[src/rtl/arithm_sched.sv]
// rtl/arithm_sched.sv - round-robin two-requester scheduler for the shared multicycle arithmetic unit
module arithm_sched #(
  parameter int WIDTH      = 32,
  parameter int ADD_CYCLES = 1,
  parameter int MUL_CYCLES = 2,
  parameter int DIV_CYCLES = 4
) (
  input  logic             clk,
  input  logic             rst,
  input  logic             req0_valid,
  output logic             req0_ready,
  input  logic [WIDTH-1:0] req0_op_a,
  input  logic [WIDTH-1:0] req0_op_b,
  input  logic [2:0]       req0_opsel,
  input  logic             req1_valid,
  output logic             req1_ready,
  input  logic [WIDTH-1:0] req1_op_a,
  input  logic [WIDTH-1:0] req1_op_b,
  input  logic [2:0]       req1_opsel,
  output logic [WIDTH-1:0] alu_op_a,
  output logic [WIDTH-1:0] alu_op_b,
  output logic [2:0]       alu_opsel,
  input  logic [WIDTH-1:0] alu_result,
  input  logic             alu_ovf,
  input  logic             alu_cf,
  output logic             rsp_valid,
  input  logic             rsp_ready,
  output logic             rsp_id,
  output logic [WIDTH-1:0] rsp_result,
  output logic             rsp_ovf,
  output logic             rsp_cf,
  output logic             busy
);

  localparam int MAX_AM  = (ADD_CYCLES > MUL_CYCLES) ? ADD_CYCLES : MUL_CYCLES;
  localparam int MAX_CYC = (MAX_AM > DIV_CYCLES) ? MAX_AM : DIV_CYCLES;
  localparam int CNT_W   = $clog2(MAX_CYC + 1);

  typedef enum logic [1:0] {IDLE, EXEC, RESP} state_t;

  state_t           state, state_next;
  logic [CNT_W-1:0] cnt;
  logic             last_grant;
  logic             grant;
  logic             accept;
  logic             capture;

  function automatic logic [CNT_W-1:0] op_cycles(input logic [2:0] opsel);
    case (opsel[2:1])
      2'b01:   op_cycles = CNT_W'(MUL_CYCLES);
      2'b10:   op_cycles = CNT_W'(DIV_CYCLES);
      default: op_cycles = CNT_W'(ADD_CYCLES);
    endcase
  endfunction

  always_ff @(posedge clk) begin
    if (rst) state <= IDLE;
    else     state <= state_next;
  end

  // Ready is held low while rst is asserted so nothing is accepted during reset.
  always_comb begin
    state_next = state;
    grant      = 1'b0;
    accept     = 1'b0;
    capture    = 1'b0;
    if (req0_valid && req1_valid) grant = ~last_grant;
    else                          grant = ~req0_valid;
    case (state)
      IDLE: begin
        if ((req0_valid || req1_valid) && !rst) begin
          accept     = 1'b1;
          state_next = EXEC;
        end
      end
      EXEC: begin
        if (cnt == CNT_W'(1)) begin
          capture    = 1'b1;
          state_next = RESP;
        end
      end
      RESP: begin
        if (rsp_ready) state_next = IDLE;
      end
      default: state_next = IDLE;
    endcase
  end

  assign req0_ready = accept && !grant;
  assign req1_ready = accept && grant;
  assign busy       = (state != IDLE);

  // Operand registers feed the unit directly, so they stay put across the whole multicycle op.
  always_ff @(posedge clk) begin
    if (rst) begin
      alu_op_a   <= '0;
      alu_op_b   <= '0;
      alu_opsel  <= '0;
      cnt        <= '0;
      last_grant <= 1'b1;
      rsp_valid  <= 1'b0;
      rsp_id     <= 1'b0;
      rsp_result <= '0;
      rsp_ovf    <= 1'b0;
      rsp_cf     <= 1'b0;
    end else begin
      if (accept) begin
        alu_op_a   <= grant ? req1_op_a  : req0_op_a;
        alu_op_b   <= grant ? req1_op_b  : req0_op_b;
        alu_opsel  <= grant ? req1_opsel : req0_opsel;
        last_grant <= grant;
        cnt        <= op_cycles(grant ? req1_opsel : req0_opsel);
      end else if (state == EXEC) begin
        cnt <= cnt - CNT_W'(1);
      end
      if (capture) begin
        rsp_valid  <= 1'b1;
        rsp_id     <= last_grant;
        rsp_result <= alu_result;
        rsp_ovf    <= alu_ovf;
        rsp_cf     <= alu_cf;
      end else if (state == RESP && rsp_ready) begin
        rsp_valid <= 1'b0;
      end
    end
  end

endmodule

[config.mk]
export PLATFORM = sky130hd
export DESIGN_NAME = arithm_sched
export DESIGN_NICKNAME = d
export VERILOG_FILES = /design/src/rtl/arithm_sched.sv
export SDC_FILE = /design/constraint.sdc
export NUM_CORES = 1
export LEC_CHECK = 0
export CORE_UTILIZATION = 34
export CTS_CLUSTER_SIZE = 24
export DETAILED_ROUTE_END_ITERATION = 7
export PLACE_DENSITY = 0.77
export SETUP_SLACK_MARGIN = 0.15
export SLEW_MARGIN = 15
export SYNTH_ARGS = -nofsm -noshare
export SYNTH_HDL_FRONTEND = slang
export SYNTH_SLANG_ARGS = --single-unit
[constraint.sdc]
create_clock -name clk -period 1.77 [get_ports clk]
set_input_delay 0.531 -clock clk [delete_from_list [all_inputs] [get_ports clk]]
set_output_delay 0.531 -clock clk [all_outputs]
set_load 0.02 [all_outputs]
==> impl_results.md, run 1 <==
* Final Cycle Share at 116%
* Global routing usage on met3 at 6.94%
* Min-Delay Endpoint: rsp_result[15]$_SDFFE_PP0P_
* Busiest grt layer: met2
* Routed Antenna Nets at 0
* Hold slack at 0.452 ns
* Setup Viol. Count Final at 58
* Most frequently used flop master after synthesis: dfxtp_1
* Final hold violations at 0
* Pwr Density at 989 nW/um2
* DR iter-0 viols at 244
* Sink Count at 109
* Cells after Synth at 574
* Die width at 120 um
* F_max at 489 MHz
* Worst-path clk slew at 0.07 ns
* Reg2reg path depth at 11
* Hold Crit Start: rsp_result[15]$_SDFFE_PP0P_
* Die ar. at 14400 um2
* CP Data Arrival Time at 1.51 ns
* First-pass GRT wire length at 24600 um
* LEAKAGE at 3.59 nW
* Post-Syn Nets at 751
* Pwr Total at 0.00846 W
* Crit path kind: flop to output pin
* Multi-input logic area at 2380 um2
* Clock buffer count from CTS at 9
* Row Count at 42
* Global Route met1 Usage at 23.9%
* RSZ-0062 raised after global routing: yes
* Via count at 5112
* Post-synthesis sequential area ratio at 46.1%
* Fillers at 1153
* Startpoint Class: flop
* Avg Cell Area, Syn at 8.25 um2
* Setup crit end kind: output pin
* # hold bufs at CTS at 0
* Slew at the pin with the worst max-slew slack at 0.557 ns
* WP data required at 1.24 ns
* Routed WL at 16200 um
* ANT cells at 0
* Yosys reg bits at 109
* Final Util at 63.8%
* Yosys cell types at 30
* Outcome: finished, violations left
* Vias per cell at 4.87
* Max-slew headroom at 62.8%
* Largest fanout on the critical path at 4
* Ports at 279
* Slew Viols, Final at 0
* Detailed Routing Iterations Pass 1 at 4
* R2r endpoint: alu_op_b[31]$_SDFFE_PP0N_
* Initial antenna violation count at 0
* Worst reg2reg setup slack at -0.17 ns
* Area growth syn-to-layout at 80.7%
* Skew-Pair Late Insertion Delay at 0.35 ns
* Yosys warns at 0
* Avg WL per Cell at 15.5 um
* Met2 usage at 39.9%
* Clk_skew at 0.00512 ns
* H-tree levels at 3
* Minimum clock period after layout at 2.05 ns
* Post-route setup slack at -0.275 ns
* GR Overflow Total at 0
* Hold path depth at 2
* Core box area at 13400 um2
* CTS Buffer Depth at 2
* Die height at 120 um
* FF/Latch Area at 2180 um2
* Largest net degree at the start of global routing at 78
* Failing checks: setup timing
* Gr usage total at 22.1%
* Worst flop-to-flop path startpoint: state[0]$_SDFFE_PP0P_
* CTS Root Cell: clkbuf_16
* Max-cap viol count at 0
* # nets final at 1045
* CTS tree: built
* GPL Wtd Cong at 0.744
* DR DRC count at 0
* Vias in the first global route at 4975
* EDFF count, synth at 0
* Hold WC Path Type: flop to flop
* Layout cells sized above 1 at 16.2%
* Synth async-reset ratio at 0%
* Cell area after synthesis at 4730 um2
* HPWL after DPL at 10500 um
* Largest vdd supply drop at 0.000578 V
* Starting Density at 35.3%
* PortBufs at 278
* Total negative slack at -5.19 ns
==> where the power goes <==
| group | total, W | switching, W | internal (W) |
|---|---|---|---|
| Combinational | 0.00348 | 0.00175 | 0.00173 |
| Sequential | 0.00300 | 0.000176 | 0.00282 |
| Clock | 0.00198 | 0.00101 | 0.000979 |
| Total | 0.00846 | 0.00293 | 0.00553 |
==> registers in the layout, summed over array words and instances, names as in the netlist <==
signal,cells
last_grant,1
alu_op_a,32
cnt,3
state,2
alu_op_b,32
alu_opsel,3
rsp_id,1
rsp_valid,1
rsp_result,32
rsp_cf,1
rsp_ovf,1
==> routing by layer <==
layer | up-vias | wire length (um)
met5 | - | 0
met3 | 21 | 1430
met2 | 210 | 8100
met4 | 0 | 337
met1 | 2347 | 6340
li1 | 2534 | -
==> logic make-up after synthesis <==
kind of cell / share of synthesized area (%)
buffers and inverters: 5.76
muxes: 0.423
AOI/OAI and AO/OA: 22.7
and+or+nand+nor: 23.8
DFF: 46.1
adders and majority gates: 1.06
xor gates and xnor gates: 0.185
==> cells in the mapped netlist (2+ instances only) <==
library cell | instances | area share, %
clkbuf_1 | 26 | 2.1
or2_1 | 2 | 0.26
inv_1 | 5 | 0.40
a211oi_1 | 3 | 0.48
buf_6 | 4 | 0.95
a311oi_1 | 25 | 4.6
nor2_1 | 73 | 5.8
mux2i_1 | 2 | 0.42
buf_2 | 14 | 1.5
nand2_1 | 207 | 16
nor2b_1 | 2 | 0.26
a311oi_2 | 40 | 13
dfxtp_1 | 109 | 46
buf_4 | 5 | 0.79
a21oi_1 | 39 | 4.1
ha_1 | 4 | 1.1
==> how the worst max path moves through the flow <==
stage	startpoint	cells past startpoint	slack (ns)	endpoint
detailed placement	req1_valid	5	-1.16	req1_ready
floorplan	state[1]$_SDFFE_PP0P_	4	-0.01	req1_ready
CTS	state[1]$_SDFFE_PP0P_	4	-0.33	req0_ready
global route	state[0]$_SDFFE_PP0P_	4	-0.33	req1_ready
finish	state[0]$_SDFFE_PP0P_	4	-0.28	req0_ready
global placement	req1_valid	5	-1.14	req1_ready
==> per-stage QoR <==
step	instance area (um2)	setup WS (ns)	cells
floorplan	4800	-0.00957	574
global placement	7800	-1.14	1006
detailed placement	7800	-1.16	1006
CTS	8460	-0.327	1045
global route	8560	-0.325	1049
finish	8560	-0.275	1049
==> what timing repair did <==
action	in CTS	in global routing
buffers inserted	14	3
cloned	9	1
setup endpoints to repair	213	107
pin swaps	23	13
resized for setup	159	22
==> layout make-up <==
type | count | share of cell area, %
flip-flops and latches | 109 | 25.5
clock buffers | 9 | 2.63
inverters | 5 | 0.307
repair buffers | 333 | 40.4
multi-input cells | 410 | 27.9
clock inverters | 7 | 0.702
well taps | 176 | 2.57
==> worst max-delay path: stages (launching register included) <==
cell and delay (ns):
dfxtp_1 0.31, or2_1 0.24, or3_4 0.39, nor2_4 0.10
buf_6 0.12
==> layout by cell type (no fill, tap or decap), drive strengths merged, types with 3 or more instances in the layout <==
cell type / count
inv: 7
clkdlybuf4s15: 7
ha: 4
dlygate4sd2: 96
dfxtp: 109
nand2: 207
clkbuf: 11
a21oi: 39
nor2: 74
clkinv: 3
a311oi: 65
buf: 58
a211oi: 3
clkdlybuf4s50: 169
(Power assumes the default switching activity.)
==> run 2, diff against run 1 <==
Settings changed: CAP_MARGIN from default to 20, CORE_UTILIZATION 34 to 38, PLACE_DENSITY 0.77 to 0.81.
Clock period 1.77 ns to 1.9 ns, I/O delays scaled along.
==> run 2 against run 1 <==
Flip-flop and latch count unchanged; design area increased by 0.39%; first-iteration DRC count increased by 11%; setup slack improved by 0.074 ns; the flow still finishes with violations (setup timing); critical path type unchanged; largest power group unchanged; wire length increased by 4.5%; core utilization increased by 7.4 points; clock skew increased by 0.0026 ns; worst hold slack about the same; global-route usage increased by 2.7 points; register-to-register slack improved by 0.29 ns.
==> impl_results.md, run 2 (synthesized netlist as in run 1, its figures left out) <==
* Outcome: finished, violations left
* Failing checks: setup timing
* CP cell instances: or2_4 > or3_4 > nor2_4 > buf_6
* Startpoint Class: flop
* Crit-path leading delay family: simple AND/OR/NAND/NOR gates
* Die width at 114 um
* Core box area at 12100 um2
* Pwr Density at 907 nW/um2
* Ports at 279
* First-pass GRT wire length at 25000 um
* Final hold violations at 0
* Fillers at 946
* H-tree levels at 3
* Largest fanout on the critical path at 3
* Top flop regs: alu_op_a x32, alu_op_b x32, rsp_result x32
* Setup crit end kind: output pin
* Longest individual stage delay on the worst path at 0.37 ns
* GPL Wtd Cong at 0.764
* Hold WC Path Type: flop to flop
* Vias in the first global route at 5160
* Max-slew headroom at 61.8%
* Area growth syn-to-layout at 81.4%
* Post-route cell area at 8590 um2
* Post-Layout Cell Count at 1043
* Row Count at 40
* ANT cells at 0
* CTS tree: built
* PortBufs at 278
* Slew at the pin with the worst max-slew slack at 0.573 ns
* # hold bufs at CTS at 0
* Via count at 5263
* Initial antenna violation count at 0
* Final Cycle Share at 111%
* DR iter-0 viols at 271
* Worst-path clk slew at 0.06 ns
* LEAKAGE at 3.64 nW
* Slowest CP cell: or3_4
* F_max at 476 MHz
* Worst slack, placed at -0.943 ns
* DP Area at 7770 um2
* Detailed Routing Iterations Pass 1 at 6
* # nets final at 1047
* Crit path kind: flop to output pin
* Die height at 114 um
* CTS Buffer Depth at 2
* Dpl cells at 999
* Post-route setup slack at -0.201 ns
* RSZ-0062 raised after global routing: yes
* Pwr Total at 0.00779 W
* Max-cap viol count at 0
* Sink Count at 109
* Largest vdd supply drop at 0.000536 V
* Skew-Pair Late Insertion Delay at 0.35 ns
* WP buf/inv at 1
* Most frequent cells in the layout: nand2_1 (206), clkdlybuf4s50_1 (169), dfxtp_1 (108)
* CP Data Arrival Time at 1.53 ns
* Die ar. at 12900 um2
* Slew Viols, Final at 0
* Clock buffer count from CTS at 9
* Starting Density at 39.3%
* HPWL after DPL at 11000 um
* Minimum clock period after layout at 2.10 ns
* Largest net degree at the start of global routing at 66
* Gr usage total at 24.7%
* Setup Viol. Count Final at 2
* Vias per cell at 5.05
* CTS Root Cell: clkbuf_16
* Routed Antenna Nets at 0
* Avg WL per Cell at 16.2 um
* Routed WL at 16900 um
* Clk_skew at 0.00772 ns
* DR DRC count at 0
* WP data required at 1.33 ns
* Layout cells sized above 1 at 19.0%
* GR Overflow Total at 0
* Commonest non-fill, non-tap cell in the layout: nand2_1
-- run 2: cell count changes in the layout (fill, tap and decap cells not counted), sizes merged --
| cell | before | now |
|---|---|---|
| clkbuf | 11 | 18 |
| clkdlybuf4s15 | 7 | 0 |
| dlygate4sd2 | 96 | 103 |
| buf | 58 | 55 |
| inv | 7 | 5 |
| bufbuf | 1 | 2 |
| clkinvlp | 2 | 1 |
-- run 2: routing by layer --
layer  GRT usage, %  up-vias  routed length (um)  part of all wire (%)
li1               -     2532                   -                     -
met1           27.2     2475                6590                    39
met2           44.3      224                8570                    51
met3           6.27       32                1270                   7.5
met4           12.1        0                 509                   3.0
met5              0        -                   0                     0
-- run 2: what timing repair did --
item | 4_1_cts | 5_1_grt
cloned | 3 | 9
pin swaps | 6 | 50
setup buffers | 8 | 8
resized for setup | 138 | 66
setup endpoints to repair | 185 | 57
-- run 2: layout make-up --
type / count / area [um2] / area share [%]
timing repair buffer: 335 / 3430 / 39.9
sequential: 109 / 2180 / 25.4
multi-input combinational: 410 / 2470 / 28.7
inverter: 5 / 18.8 / 0.218
clock buffer: 12 / 256 / 2.99
tap: 168 / 210 / 2.45
clock inverter: 4 / 22.5 / 0.262
-- run 2: worst paths after layout --
kind,start,endpoint,slack (ns),cells past startpoint
worst min register to register,rsp_id$_SDFFE_PP0P_,rsp_id$_SDFFE_PP0P_,0.45,2
worst max-delay path,state[1]$_SDFFE_PP0P_,req1_ready,-0.20,4
worst min-delay path,rsp_id$_SDFFE_PP0P_,rsp_id$_SDFFE_PP0P_,0.45,2
worst max register to register,state[1]$_SDFFE_PP0P_,alu_op_b[6]$_SDFFE_PP0N_,0.12,9
-- run 2: report_power, final --
part	leakage [nW]	switching [W]	internal, W
registers	0.895	0.000193	0.00263
clock network	0.138	0.000829	0.000956
logic	2.61	0.00164	0.00155
-- run 2: worst reg2reg max path: cells and delay by family, from the launching register on --
| family | cells | cell delay (ns) |
|---|---|---|
| simple gates | 3 | 0.48 |
| buf+inv | 5 | 0.74 |
| flops | 1 | 0.32 |
| compound gates | 1 | 0.17 |
-- run 2: through the flow --
stage | util [%] | hold slack, ns | setup TNS [ns]
final | 71.2 | 0.451 | -0.397
after detailed placement | 64.4 | 0.446 | -50.80
after CTS | 67.3 | 0.453 | -0.527
after global routing | 71.2 | 0.466 | -0.469
after global placement | 64.4 | 0.441 | -48.16
after floorplan | - | 0.456 | 0
==> run 3, diff against run 2 <==
Settings changed: CORE_MARGIN from default to 2.
==> run 3 against run 2 <==
The run still ends with setup timing left; global-route usage shrank 1.1 points; register-to-register slack gained 0.09 ns; sequential power is essentially flat; via count shrank 3.2%; combinational power shrank 11%; wire length shrank 6.4%; final cell count shrank 1.7%; setup slack lost 0.091 ns; count of clock-buffer cells in the layout shrank 3; highest routed layer unchanged.
==> impl_results.md, run 3 (synthesized netlist as in run 1, its figures left out) <==
* Failing checks: setup timing
* Total negative slack at -0.572 ns
* GPL Wtd Cong at 0.795
* Avg WL per Cell at 15.5 um
* Gr usage total at 23.6%
* Die width at 116 um
* Core box area at 12100 um2
* Max-slew headroom at 66.2%
* F_max at 456 MHz
* # nets final at 1029
* DR DRC count at 0
* Ports at 279
* Initial antenna violation count at 0
* Area growth syn-to-layout at 71.1%
* CP Data Arrival Time at 1.62 ns
* CTS tree: built
* Sink Count at 109
* CTS Buffer Depth at 2
* CTS Root Cell: clkbuf_16
* Minimum clock period after layout at 2.19 ns
* Post-route setup slack at -0.292 ns
* Vias in the first global route at 5210
* Largest fanout on the critical path at 2
* First-pass GRT wire length at 25200 um
* Routed Antenna Nets at 0
* RSZ-0062 raised after global routing: yes
* Starting Density at 39.1%
* ANT cells at 0
* Fillers at 1013
* Setup Viol. Count Final at 2
* Via count at 5096
* Hold path depth at 2
* Slew Viols, Final at 0
* Die ar. at 13400 um2
* # hold bufs at CTS at 0
* Detailed Routing Iterations Pass 1 at 4
* Max-cap viol count at 0
* Final Util at 66.9%
* Crit path kind: flop to output pin
* PortBufs at 278
* Largest vdd supply drop at 0.000462 V
* Routed WL at 15900 um
* Row Count at 40
* Final Cycle Share at 115%
* DR iter-0 viols at 246
* HPWL after DPL at 11400 um
* Outcome: finished, violations left
* Die height at 116 um
* Setup crit end kind: output pin
* Hold WC Path Type: flop to flop
* Most frequent cells in the layout: nand2_1 (207), clkdlybuf4s50_1 (169), dfxtp_1 (106)
* Layout cells sized above 1 at 13.8%
* Vias per cell at 4.97
* Worst-path clk slew at 0.07 ns
* Clock buffer count from CTS at 9
* Slew at the pin with the worst max-slew slack at 0.508 ns
* GR Overflow Total at 0
* LEAKAGE at 3.43 nW
* WP data required at 1.33 ns
* H-tree levels at 3
* Largest net degree at the start of global routing at 66
* Startpoint Class: flop
* Reg2reg path depth at 8
* Top flop regs: alu_op_a x32, alu_op_b x32, rsp_result x32
* Pwr Density at 922 nW/um2
* Commonest non-fill, non-tap cell in the layout: nand2_1
* Clk_skew at 0.00730 ns
* Skew-Pair Late Insertion Delay at 0.34 ns
* Final hold violations at 0
[run 3: cell types whose count changed in the layout (fill, tap and decap cells not counted), sizes merged]
cell      change
clkinv        -2
clkbuf        -7
bufbuf        -2
buf          -12
inv           +4
clkinvlp      +1
[run 3: timing repair]
| item | CTS | global route |
|---|---|---|
| cloned | 2 | 0 |
| pin swaps | 4 | 5 |
| setup endpoints to repair | 177 | 51 |
| gates resized for setup | 125 | 17 |
| setup buffers | 2 | 3 |
[run 3: layout make-up]
cell class                      instances  area [um2]  share of cell area, %
Clock buffer                            9         225                   2.78
Sequential cell                       109        2190                   27.0
Multi-Input combinational cell        410        2340                   28.9
Clock inverter                          7        63.8                  0.788
Tap cell                              168         210                   2.59
Timing Repair Buffer                  317        3050                   37.7
Inverter                                5        18.8                  0.232
[run 3: routing by layer]
metal | vias to the layer above | GRT usage (%) | routed length, um
met1 | 2352 | 26.5 | 6110
li1 | 2500 | - | -
met3 | 32 | 6.80 | 1330
met2 | 212 | 42.3 | 8000
met5 | - | 0 | 0
met4 | 0 | 8.89 | 420
[run 3: where the power goes]
part,internal (W),total (W),leakage (nW),switching (W)
clock,0.000921,0.00183,0.136,0.000909
combinational,0.00131,0.00284,2.40,0.00153
sequential,0.00263,0.00280,0.895,0.000171
[run 3: worst paths after layout]
path	startpoint	endpoint	slack, ns
setup / recovery	state[0]$_SDFFE_PP0P_	req1_ready	-0.29
hold / removal	rsp_result[12]$_SDFFE_PP0P_	rsp_result[12]$_SDFFE_PP0P_	0.45
setup reg to reg	last_grant$_SDFFE_PP1N_	cnt[0]$_SDFFE_PP0P_	0.21
hold reg to reg	rsp_result[12]$_SDFFE_PP0P_	rsp_result[12]$_SDFFE_PP0P_	0.45
[run 3: stage by stage]
step	setup slack [ns]	area (um2)	cells	hold WS [ns]	total power, W
after global placement	-0.865	7790	1002	0.442	0.00568
after floorplan	0.0723	4780	574	0.456	0.00440
final	-0.292	8100	1025	0.453	0.00747
after CTS	-0.352	8060	1022	0.454	0.00751
after detailed placement	-0.879	7790	1002	0.446	0.00578
after global routing	-0.336	8100	1025	0.480	0.00788
[run 3: worst max-delay path, cell delays in order, from the launching register on]
cell and delay, ns:
dfxtp_2 0.32, or2_4 0.25, or3_4 0.35, buf_6 0.14
nor2_4 0.09, buf_6 0.12
==> variant: new RTL, flow settings as in run 2 <==
Put one more register stage on the output `rsp_ovf`. The value now appears one clock later. The other outputs are not delayed to match.
--- a/src/rtl/arithm_sched.sv
+++ b/src/rtl/arithm_sched.sv
@@ -37,6 +37,8 @@
   localparam int CNT_W   = $clog2(MAX_CYC + 1);
 
   typedef enum logic [1:0] {IDLE, EXEC, RESP} state_t;
+
+  logic rsp_ovf_s0;
 
   state_t           state, state_next;
   logic [CNT_W-1:0] cnt;
@@ -101,7 +103,7 @@
       rsp_valid  <= 1'b0;
       rsp_id     <= 1'b0;
       rsp_result <= '0;
-      rsp_ovf    <= 1'b0;
+      rsp_ovf_s0 <= 1'b0;
       rsp_cf     <= 1'b0;
     end else begin
       if (accept) begin
@@ -117,7 +119,7 @@
         rsp_valid  <= 1'b1;
         rsp_id     <= last_grant;
         rsp_result <= alu_result;
-        rsp_ovf    <= alu_ovf;
+        rsp_ovf_s0 <= alu_ovf;
         rsp_cf     <= alu_cf;
       end else if (state == RESP && rsp_ready) begin
         rsp_valid <= 1'b0;
@@ -125,5 +127,9 @@
     end
   end
 
+  always_ff @(posedge clk) begin
+    rsp_ovf <= rsp_ovf_s0;
+  end
+
 endmodule
 
Formal check against the unedited RTL: not equivalent (a bounded check fails within 4 cycles, from zero or initial values and one cycle with rst high).
==> variant against run 2 <==
The run still ends with negative setup slack left. Routed wire length fell by 2.9%. Synthesized area rose by 0.42%. Sequential cell count rose by 1. Design area fell by 0.71%. Total power rose by 2.2%. Worst setup slack got worse by 0.073 ns. Cell count rose by 0.19%. Global-route usage fell by 1.6 points.
==> variant: results (changes against run 2) <==
* 1st-pass router iterations at 4 (-2)
* Lkg Pwr at 3.620 nW (-0.66%)
* Fill cells at 955 (+0.95%)
* Layout cells sized above 1 at 0.1688 (-0.02096)
* Async S/R FF share, synth at 0 (unchanged)
* CP max FO at 2 (-1)
* Placer Congestion at 0.7790 (+2.0%)
* Pre-CTS WS at -0.8655 ns (+0.07734 ns)
* Tot GR Track Use at 0.2313 (-0.01596)
* Dpl hpwl at 11110 um (+0.86%)
* Largest net degree at the start of global routing at 80 (+21%)
* Worst vdd ir at 0.4245 mV (-21%)
* Outcome: complete, but fails checks
* Met1 Routed Length at 6566 um (-0.42%)
* Root Buffer: clkbuf_16
* TritonCTS buffer count at 9 (unchanged)
* Synth unique cells at 30 (unchanged)
* CP Data Arrival Time at 1.60 ns (+0.07 ns)
* Worst setup slack after layout at -0.2734 ns (-0.07257 ns)
* Failing checks: negative setup slack
* Max Used Layer: met4
* Synth area leaders: dfxtp_1 46%, nand2_1 16%, a311oi_2 13%
* Setup TNS Final at -0.5462 ns (-0.1493 ns)
* Clock skew at 0.009920 ns (+0.002200 ns)
* Via/cell ratio at 5.004 (-0.84%)
* Clock Tree Buf Depth at 2 (unchanged)
* Max stage delay on crit path at 0.34 ns (-0.03 ns)
* Commonest cells in the netlist: 207 x nand2_1, 110 x dfxtp_1, 73 x nor2_1
* Inserted Diodes at 0 (unchanged)
* Net Count, Synth at 752 (+0.13%)
* Slew @ Worst Pin at 0.5810 ns (+0.008111 ns)
* Post-route ant nets at 0 (unchanged)
* Seq/Total Area, Yosys at 0.4632 (+0.002270)
* Met3 WL at 1184 um (-6.8%)
* Slowest CP cell: or3_4
* Drt wl/cell at 15.74 um (-3.1%)
* Nets at 1049 (+0.19%)
* Initial antenna violation count at 0 (unchanged)
* Synth warnings at 0 (unchanged)
* First-pass GRT wire length at 23690 um (-5.2%)
* Initial DRC Count at 252 (-7.0%)
* Vias in the first global route at 4968 (-3.7%)
* Drc violations at 0 (unchanged)
* CTS clk-pin slew, worst paths at 0.08 ns (+0.02 ns)
* Met2 wire len at 8230 um (-3.9%)
* Setup violations, final at 2 (unchanged)
variant: changes by cell type after synthesis:
cell,change
dfxtp_1,+1
variant: power breakdown:
| group | total, mW | internal [mW] | switching (mW) | leakage, nW |
|---|---|---|---|---|
| sequential | 2.84 | 2.65 | 0.182 | 0.903 |
| clock | 2.01 | 1.09 | 0.925 | 0.153 |
| combinational | 3.12 | 1.50 | 1.62 | 2.56 |
| total | 7.97 | 5.24 | 2.72 | 3.62 |
variant: cells by family after synthesis:
logic type | after synthesis | synth area share
multiplexers | 2 | 0.004211
adder cells (fa/ha/maj) | 4 | 0.01053
AND/OR/NAND/NOR | 291 | 0.2368
flip-flops | 110 | 0.4632
AO/OA/AOI/OAI | 112 | 0.2261
buffers and inverters | 55 | 0.05737
XOR/XNOR | 1 | 0.001842
variant: worst paths after layout:
kind	start	slack, ns	depth (start not counted)	endpoint
worst min register to register	rsp_ovf_s0	0.36	0	rsp_ovf
worst max-delay path	state[0]	-0.27	5	req0_ready
worst min-delay path	rsp_ovf_s0	0.36	0	rsp_ovf
worst max register to register	state[0]	0.18	8	alu_op_a[10]
variant: repair_timing:
action                     CTS  global route
hold endpoints to repair     0             0
pin swaps                    3            56
gates resized for setup    121            42
setup endpoints to repair  215            64
buffers inserted             1            20
cloned                       0             9
variant: final cells by class:
type                            count  share of cell area
Inverter                            5            0.002201
Timing Repair Buffer              336              0.3930
Sequential cell                   110              0.2587
Tap cell                          168             0.02465
Clock inverter                      6            0.009096
Clock buffer                       10             0.02802
Multi-Input combinational cell    410              0.2843
variant: metal layers:
layer  up-vias  global-route usage
li1       2541                   -
met1      2446              0.2535
met2       207              0.4203
met3        35             0.05898
met4         0              0.1030
met5         -                   0
variant: through the flow:
stage | util | cells | total power [mW] | cell area [um2]
after CTS | 0.6615 | 1016 | 7.577 | 8011
final | 0.7041 | 1045 | 7.965 | 8528
after detailed placement | 0.6443 | 999 | 5.790 | 7804
after global placement | 0.6443 | 999 | 5.713 | 7804
after floorplan | - | 575 | 4.427 | 4797
after global routing | 0.7041 | 1045 | 8.336 | 8528
variant: critical path, delay by kind of cell, from the launching register on:
family / cells / cell delay (ns)
flops: 1 / 0.32
buf+inv: 2 / 0.27
simple gates: 3 / 0.66
